File: src/rtl/exe_stage_p.sv
// exe_stage_p: WIDTH-bit ALU execute stage with valid/ready and N/Z/C/V flags.
// Define EXE_MUL_EN to build the iterative shift-add multiply for op 10.
module exe_stage_p #(
  parameter int WIDTH = 8,
  parameter int OPW   = 4
) (
  input  logic             clk,
  input  logic             rst,
  input  logic             in_valid,
  output logic             in_ready,
  input  logic [OPW-1:0]   op,
  input  logic [WIDTH-1:0] opa,
  input  logic [WIDTH-1:0] opb,
  input  logic             flag_we,
  input  logic             flag_clr,
  output logic             out_valid,
  input  logic             out_ready,
  output logic [WIDTH-1:0] result,
  output logic             flag_n,
  output logic             flag_z,
  output logic             flag_c,
  output logic             flag_v
);

  localparam int MSB = WIDTH - 1;

  localparam logic [OPW-1:0] OP_PASSA = OPW'(0);
  localparam logic [OPW-1:0] OP_ADD   = OPW'(1);
  localparam logic [OPW-1:0] OP_SUB   = OPW'(2);
  localparam logic [OPW-1:0] OP_AND   = OPW'(3);
  localparam logic [OPW-1:0] OP_OR    = OPW'(4);
  localparam logic [OPW-1:0] OP_XOR   = OPW'(5);
  localparam logic [OPW-1:0] OP_NOT   = OPW'(6);
  localparam logic [OPW-1:0] OP_SHL   = OPW'(7);
  localparam logic [OPW-1:0] OP_SHR   = OPW'(8);
  localparam logic [OPW-1:0] OP_ASR   = OPW'(9);
  localparam logic [OPW-1:0] OP_MUL   = OPW'(10);
  localparam logic [OPW-1:0] OP_CMP   = OPW'(11);
  localparam logic [OPW-1:0] OP_ADC   = OPW'(12);
  localparam logic [OPW-1:0] OP_SBB   = OPW'(13);
  localparam logic [OPW-1:0] OP_PASSB = OPW'(14);

`ifdef EXE_MUL_EN
  localparam int CW = $clog2(WIDTH + 1);
  typedef enum logic {S_IDLE, S_MUL} state_t;
  state_t               state, state_nx;
  logic                 is_mul;
  logic                 mul_done;
  logic                 mul_we;
  logic [2*WIDTH-1:0]   mcand;
  logic [2*WIDTH-1:0]   acc;
  logic [WIDTH-1:0]     mplier;
  logic [CW-1:0]        cnt;
`endif

  logic             cin, bin;
  logic [WIDTH:0]   sum, dif;
  logic             v_add, v_sub;
  logic [WIDTH-1:0] alu_r;
  logic             alu_c, alu_v, alu_upd;
  logic             take, take1;

  assign cin   = (op == OP_ADC) & flag_c;
  assign bin   = (op == OP_SBB) & flag_c;
  assign sum   = {1'b0, opa} + {1'b0, opb} + {{WIDTH{1'b0}}, cin};
  assign dif   = {1'b0, opa} - {1'b0, opb} - {{WIDTH{1'b0}}, bin};
  assign v_add = (opa[MSB] == opb[MSB]) && (sum[MSB] != opa[MSB]);
  assign v_sub = (opa[MSB] != opb[MSB]) && (dif[MSB] != opa[MSB]);

`ifdef EXE_MUL_EN
  assign in_ready = rst && (state == S_IDLE) && (!out_valid || out_ready);
  assign mul_done = (state == S_MUL) && (cnt == CW'(WIDTH));
  assign take     = in_valid && in_ready;
  assign take1    = take && !is_mul;
`else
  assign in_ready = rst && (!out_valid || out_ready);
  assign take     = in_valid && in_ready;
  assign take1    = take;
`endif

  // single-cycle ALU result and flag candidates
  always_comb begin
    alu_r   = '0;
    alu_c   = 1'b0;
    alu_v   = 1'b0;
    alu_upd = 1'b1;
`ifdef EXE_MUL_EN
    is_mul  = 1'b0;
`endif
    unique case (op)
      OP_PASSA: alu_r = opa;
      OP_ADD, OP_ADC: begin
        alu_r = sum[MSB:0];
        alu_c = sum[WIDTH];
        alu_v = v_add;
      end
      OP_SUB, OP_SBB: begin
        alu_r = dif[MSB:0];
        alu_c = dif[WIDTH];
        alu_v = v_sub;
      end
      OP_CMP: begin
        alu_r = opa;
        alu_c = dif[WIDTH];
        alu_v = v_sub;
      end
      OP_AND:   alu_r = opa & opb;
      OP_OR:    alu_r = opa | opb;
      OP_XOR:   alu_r = opa ^ opb;
      OP_NOT:   alu_r = ~opa;
      OP_PASSB: alu_r = opb;
      OP_SHL: begin
        alu_r = {opa[MSB-1:0], 1'b0};
        alu_c = opa[MSB];
      end
      OP_SHR: begin
        alu_r = {1'b0, opa[MSB:1]};
        alu_c = opa[0];
      end
      OP_ASR: begin
        alu_r = {opa[MSB], opa[MSB:1]};
        alu_c = opa[0];
      end
      OP_MUL: begin
`ifdef EXE_MUL_EN
        is_mul  = 1'b1;
`else
        alu_upd = 1'b0;
`endif
      end
      default: alu_upd = 1'b0;
    endcase
  end

`ifdef EXE_MUL_EN
  // multiply FSM state register
  always_ff @(posedge clk or negedge rst) begin
    if (!rst) state <= S_IDLE;
    else      state <= state_nx;
  end

  // multiply FSM next state
  always_comb begin
    state_nx = state;
    unique case (state)
      S_IDLE: if (take && is_mul) state_nx = S_MUL;
      S_MUL:  if (mul_done) state_nx = S_IDLE;
      default: state_nx = S_IDLE;
    endcase
  end

  // shift-add datapath, one multiplier bit per cycle
  always_ff @(posedge clk or negedge rst) begin
    if (!rst) begin
      mcand  <= '0;
      acc    <= '0;
      mplier <= '0;
      cnt    <= '0;
      mul_we <= 1'b0;
    end else if (take && is_mul) begin
      mcand  <= {{WIDTH{1'b0}}, opa};
      acc    <= '0;
      mplier <= opb;
      cnt    <= '0;
      mul_we <= flag_we;
    end else if (state == S_MUL && !mul_done) begin
      if (mplier[0]) acc <= acc + mcand;
      mcand  <= mcand << 1;
      mplier <= mplier >> 1;
      cnt    <= cnt + CW'(1);
    end
  end
`endif

  // result, output valid and flag file
  always_ff @(posedge clk or negedge rst) begin
    if (!rst) begin
      result    <= '0;
      out_valid <= 1'b0;
      flag_n    <= 1'b0;
      flag_z    <= 1'b0;
      flag_c    <= 1'b0;
      flag_v    <= 1'b0;
    end else begin
      if (take1) begin
        result    <= alu_r;
        out_valid <= 1'b1;
        if (flag_we && alu_upd) begin
          flag_n <= alu_r[MSB];
          flag_z <= (alu_r == '0);
          flag_c <= alu_c;
          flag_v <= alu_v;
        end
      end
`ifdef EXE_MUL_EN
      else if (mul_done) begin
        result    <= acc[MSB:0];
        out_valid <= 1'b1;
        if (mul_we) begin
          flag_n <= acc[MSB];
          flag_z <= (acc[MSB:0] == '0);
          flag_c <= |acc[2*WIDTH-1:WIDTH];
          flag_v <= |acc[2*WIDTH-1:WIDTH];
        end
      end
`endif
      else if (out_ready) begin
        out_valid <= 1'b0;
      end
      if (flag_clr) begin
        flag_n <= 1'b0;
        flag_z <= 1'b0;
        flag_c <= 1'b0;
        flag_v <= 1'b0;
      end
    end
  end

endmodule
File: config.mk
export PLATFORM = sky130hd
export DESIGN_NAME = exe_stage_p
export DESIGN_NICKNAME = d
export VERILOG_FILES = /design/src/rtl/exe_stage_p.sv
export SDC_FILE = /design/constraint.sdc
export NUM_CORES = 1
export LEC_CHECK = 0
export BUFFER_PORTS_ARGS = -buffer_cell sky130_fd_sc_hd__buf_2
export CELL_PAD_IN_SITES_DETAIL_PLACEMENT = 0
export CELL_PAD_IN_SITES_GLOBAL_PLACEMENT = 1
export CORE_ASPECT_RATIO = 1.5
export CORE_UTILIZATION = 45
export DETAILED_ROUTE_END_ITERATION = 10
export GPL_ROUTABILITY_DRIVEN = 0
export PLACE_DENSITY = 0.92
export SETUP_SLACK_MARGIN = 0.02
export SYNTH_ARGS = -nofsm -noshare
export SYNTH_HDL_FRONTEND = slang
export SYNTH_SLANG_ARGS = --single-unit
File: constraint.sdc
create_clock -name clk -period 5.74 [get_ports clk]
set_clock_uncertainty 0.1 [all_clocks]
set_input_delay 0.574 -clock clk [delete_from_list [all_inputs] [get_ports clk]]
set_output_delay 0.574 -clock clk [all_outputs]
set_load 0.02 [all_outputs]
==> qor.csv <==
stage,metric,value,unit
worst_setup_path,r2r-end,flag_z$_DFFE_PN0P_,
final_layout,syn2layout_area_growth,10.6,%
worst_setup_path,path_cells,buf_2 -> nand2b_1 -> inv_1 -> nand4_1 -> fa_1 -> ha_1 -> a211oi_2 -> o21ai_1 -> nand3_1 -> nand2_1 -> xor2_1 -> a221o_1 -> nor4_2 -> a32o_1,
drt,met3WireLength,434,µm
logic_synthesis,synthesis.nets,361,
placement,placed_area,2530,µm²
floorplan,io_pins,40,
grt,grt_pass1_wl,11100,µm
timing,setup_viol,0,
worst_setup_path,worst_path_largest_cell_delay,0.45,ns
drt,drt_pass1_iterations,5,
flow_run,max_cap_viol_count,0,
logic_synthesis,syn_inst,301,
timing,period_share,63.2,%
logic_synthesis,synth_warnings,0,
floorplan,rows,31,
final_layout,nets,391,
clocking,htreeDepth,1,
placement,portBuffers,39,
logic_synthesis,syn_area_per_cell,7.74,µm²
timing,clock.fmax,275,MHz
grt,gr-total-overflow,0,
worst_setup_path,crit_start,op[1],
timing,setup_tns,0,ns
clocking,clkTransAtPathRegs,0.05,ns
grt,grt_pass1_vias,2331,
drt,wl_per_cell,17.3,µm
clocking,cts_hold_buf,0,
placement,dpl.cell_count,392,
pwr,vdd_drop_max,61.9,µV
logic_synthesis,ys_seq_area_share,14.0,%
clocking,numCtsBuffers,3,
drt,met1Wirelength,2530,µm
logic_synthesis,synth-seq-cells,13,
final_layout,layout_commonest_cell,buf_2,
drt,ant_nets,0,
worst_setup_path,worstPathArrival,3.71,ns
worst_setup_path,critical_path_cell_count,14,
logic_synthesis,netlist_area,2330,µm²
drt,drc,0,
final_layout,nFillCells,497,
grt,antenna_found_initial,0,
floorplan,dieArea,5480,µm²
logic_synthesis,synth-main-ff-cell,dfrtp_1,
clocking,clockBufferDepth,2,
logic_synthesis,synth-edff-count,0,
worst_setup_path,path_max_fanout,28,
final_layout,n_antenna_cell,0,
pwr,power.leakage,1.19,nW
timing,period_minus_slack,3.63,ns
worst_setup_path,cp_slowest_cell,fa_1,
clocking,clkSinkCount,13,
timing,worst_pin_slew,0.889,ns
final_layout,final_cells,396,
clocking,root_buffer,clkbuf_8,
drt,vias,2418,
clocking,post-cts-setup-buffers,0,
grt,grt_usage,26.5,%
clocking,cts_tree,done,
timing,finalHoldViolations,0,
clocking,ctsResizeCount,0,
worst_setup_path,cp_num_buf_inv,2,
pwr,powerDensity,171,nW/µm²
worst_setup_path,cpLargestDelayFamily,compound AO/OA/AOI/OAI gates,
final_layout,design_area,2580,µm²
floorplan,core-area,4890,µm²
floorplan,die_h,90.1,µm
clocking,clk_latency,0.24,ns
grt,grt_max_degree,34,
worst_setup_path,ff2ff_path_depth,11,
floorplan,start_util,47.7,%
drt,via_per_inst,6.11,
final_layout,drive_gt1_share,16.1,%
drt,drtIter0Drc,139,
worst_setup_path,crit_type,input pin to register,
worst_setup_path,reg2reg_setup_slack,2.61,ns
timing,drv_slew,0,
drt,routed.top_layer,met4,
worst_setup_path,endpoint,flag_z$_DFFE_PN0P_,
placement,dp_hpwl,5410,µm
drt,wl_met2,3470,µm
logic_synthesis,synthArstFlopShare,100,%
timing,relSlewSlack,40.6,%
timing,timing.hold.ws,0.111,ns
worst_setup_path,crit_path_start_kind,input pin,
timing,rsz0062_at_grt,false,
worst_setup_path,required,5.82,ns
hold_path,hold_class,input pin to async pin,
final_layout,layout_common_cells,"buf_2, ha_1, inv_1, a21oi_1, nand2_1",
drt,wl,6840,µm
logic_synthesis,synth_cell_type_count,58,
worst_setup_path,end_kind,register,
worst_setup_path,r2r_start,flag_c$_DFFE_PN0P_,
status,status,"finished, final reports clean",
floorplan,die_w,60.8,µm
cell usage after synthesis (2+ instances only):
| cell type | n | area (µm²) |
|---|---|---|
| a221o_1 | 3 | 30.0 |
| o21ai_0 | 8 | 40.0 |
| a222oi_1 | 2 | 20.0 |
| mux2i_1 | 6 | 60.1 |
| nor3_1 | 9 | 45.0 |
| o21ai_1 | 4 | 20.0 |
| a31oi_1 | 3 | 18.8 |
| nor2_1 | 22 | 82.6 |
| a21o_1 | 5 | 37.5 |
| clkbuf_1 | 3 | 11.3 |
| a22o_1 | 2 | 17.5 |
| o22ai_1 | 4 | 25.0 |
| xnor2_1 | 8 | 70.1 |
| mux2_2 | 4 | 45.0 |
| nand3_1 | 9 | 45.0 |
| fa_1 | 4 | 80.1 |
| a21oi_1 | 24 | 120 |
| inv_1 | 29 | 109 |
| o31ai_1 | 2 | 15.0 |
| nand4_1 | 3 | 18.8 |
| buf_4 | 2 | 15.0 |
| nand2b_1 | 9 | 56.3 |
| nand2_1 | 23 | 86.3 |
| nor2b_1 | 11 | 68.8 |
| buf_2 | 7 | 35.0 |
| o21a_1 | 3 | 22.5 |
| a221oi_1 | 3 | 26.3 |
| ha_1 | 30 | 375 |
| a211oi_1 | 3 | 22.5 |
| a32oi_1 | 4 | 35.0 |
| o211ai_1 | 3 | 22.5 |
| a22oi_1 | 4 | 30.0 |
| xor2_1 | 5 | 43.8 |
| mux4_2 | 2 | 45.0 |
| and2_1 | 3 | 18.8 |
| dfrtp_1 | 13 | 325 |
cells by family (layout without fill, tap and decap cells):
logic type	Yosys count	in the layout	share of synthesized area, %
buffers and inverters	44	73	8.21
and+or+nand+nor	95	95	20.1
muxes	12	12	6.44
adders and majority gates	34	34	19.5
DFF	13	13	14.0
xor gates and xnor gates	13	13	4.88
AOI/OAI and AO/OA	90	90	26.9
per-layer routing:
layer  global-route usage (%)  vias up
li1                         -     1144
met1                     30.0     1109
met2                     45.6      131
met3                     2.01       34
met4                     16.1        0
met5                        0        -
worst min path at each step:
stage	start	to	cells after the start
finish	rst	flag_z$_DFFE_PN0P_	1
global route	rst	flag_c$_DFFE_PN0P_	1
CTS	rst	out_valid$_DFFE_PN0P_	1
detailed placement	rst	out_valid$_DFFE_PN0P_	1
global placement	rst	result[1]$_DFFE_PN0P_	1
floorplan	rst	flag_c$_DFFE_PN0P_	0
cell type report:
cell class              instances  area (µm²)  area share [%]
repair buffers                 39         195            7.57
well taps                      66        82.6            3.20
multi-input cells             244        1810            70.4
clock buffers                   4        45.0            1.75
inverters                      30         115            4.47
flip-flops and latches         13         325            12.6
report_power, final:
group          total (mW)  leakage (nW)  internal, mW  switching (mW)
combinational       0.247          1.01        0.0973           0.150
clock              0.0798        0.0228        0.0489          0.0308
sequential          0.114         0.161         0.107         0.00688
total               0.441          1.19         0.253           0.188
sequential cells by signal, summed over array words and instances (netlist names):
register	cells
flag_v	1
flag_z	1
flag_c	1
out_valid	1
result	8
flag_n	1
stage by stage:
step | power, mW | utilization [%] | setup slack (ns)
floorplan | 0.289 | - | 2.16
global placement | 0.357 | 51.8 | 2.02
detailed placement | 0.359 | 51.8 | 1.88
CTS | 0.440 | 52.7 | 2.13
global route | 0.478 | 52.7 | 1.91
finish | 0.441 | 52.7 | 2.11
(Power assumes the default switching activity.)
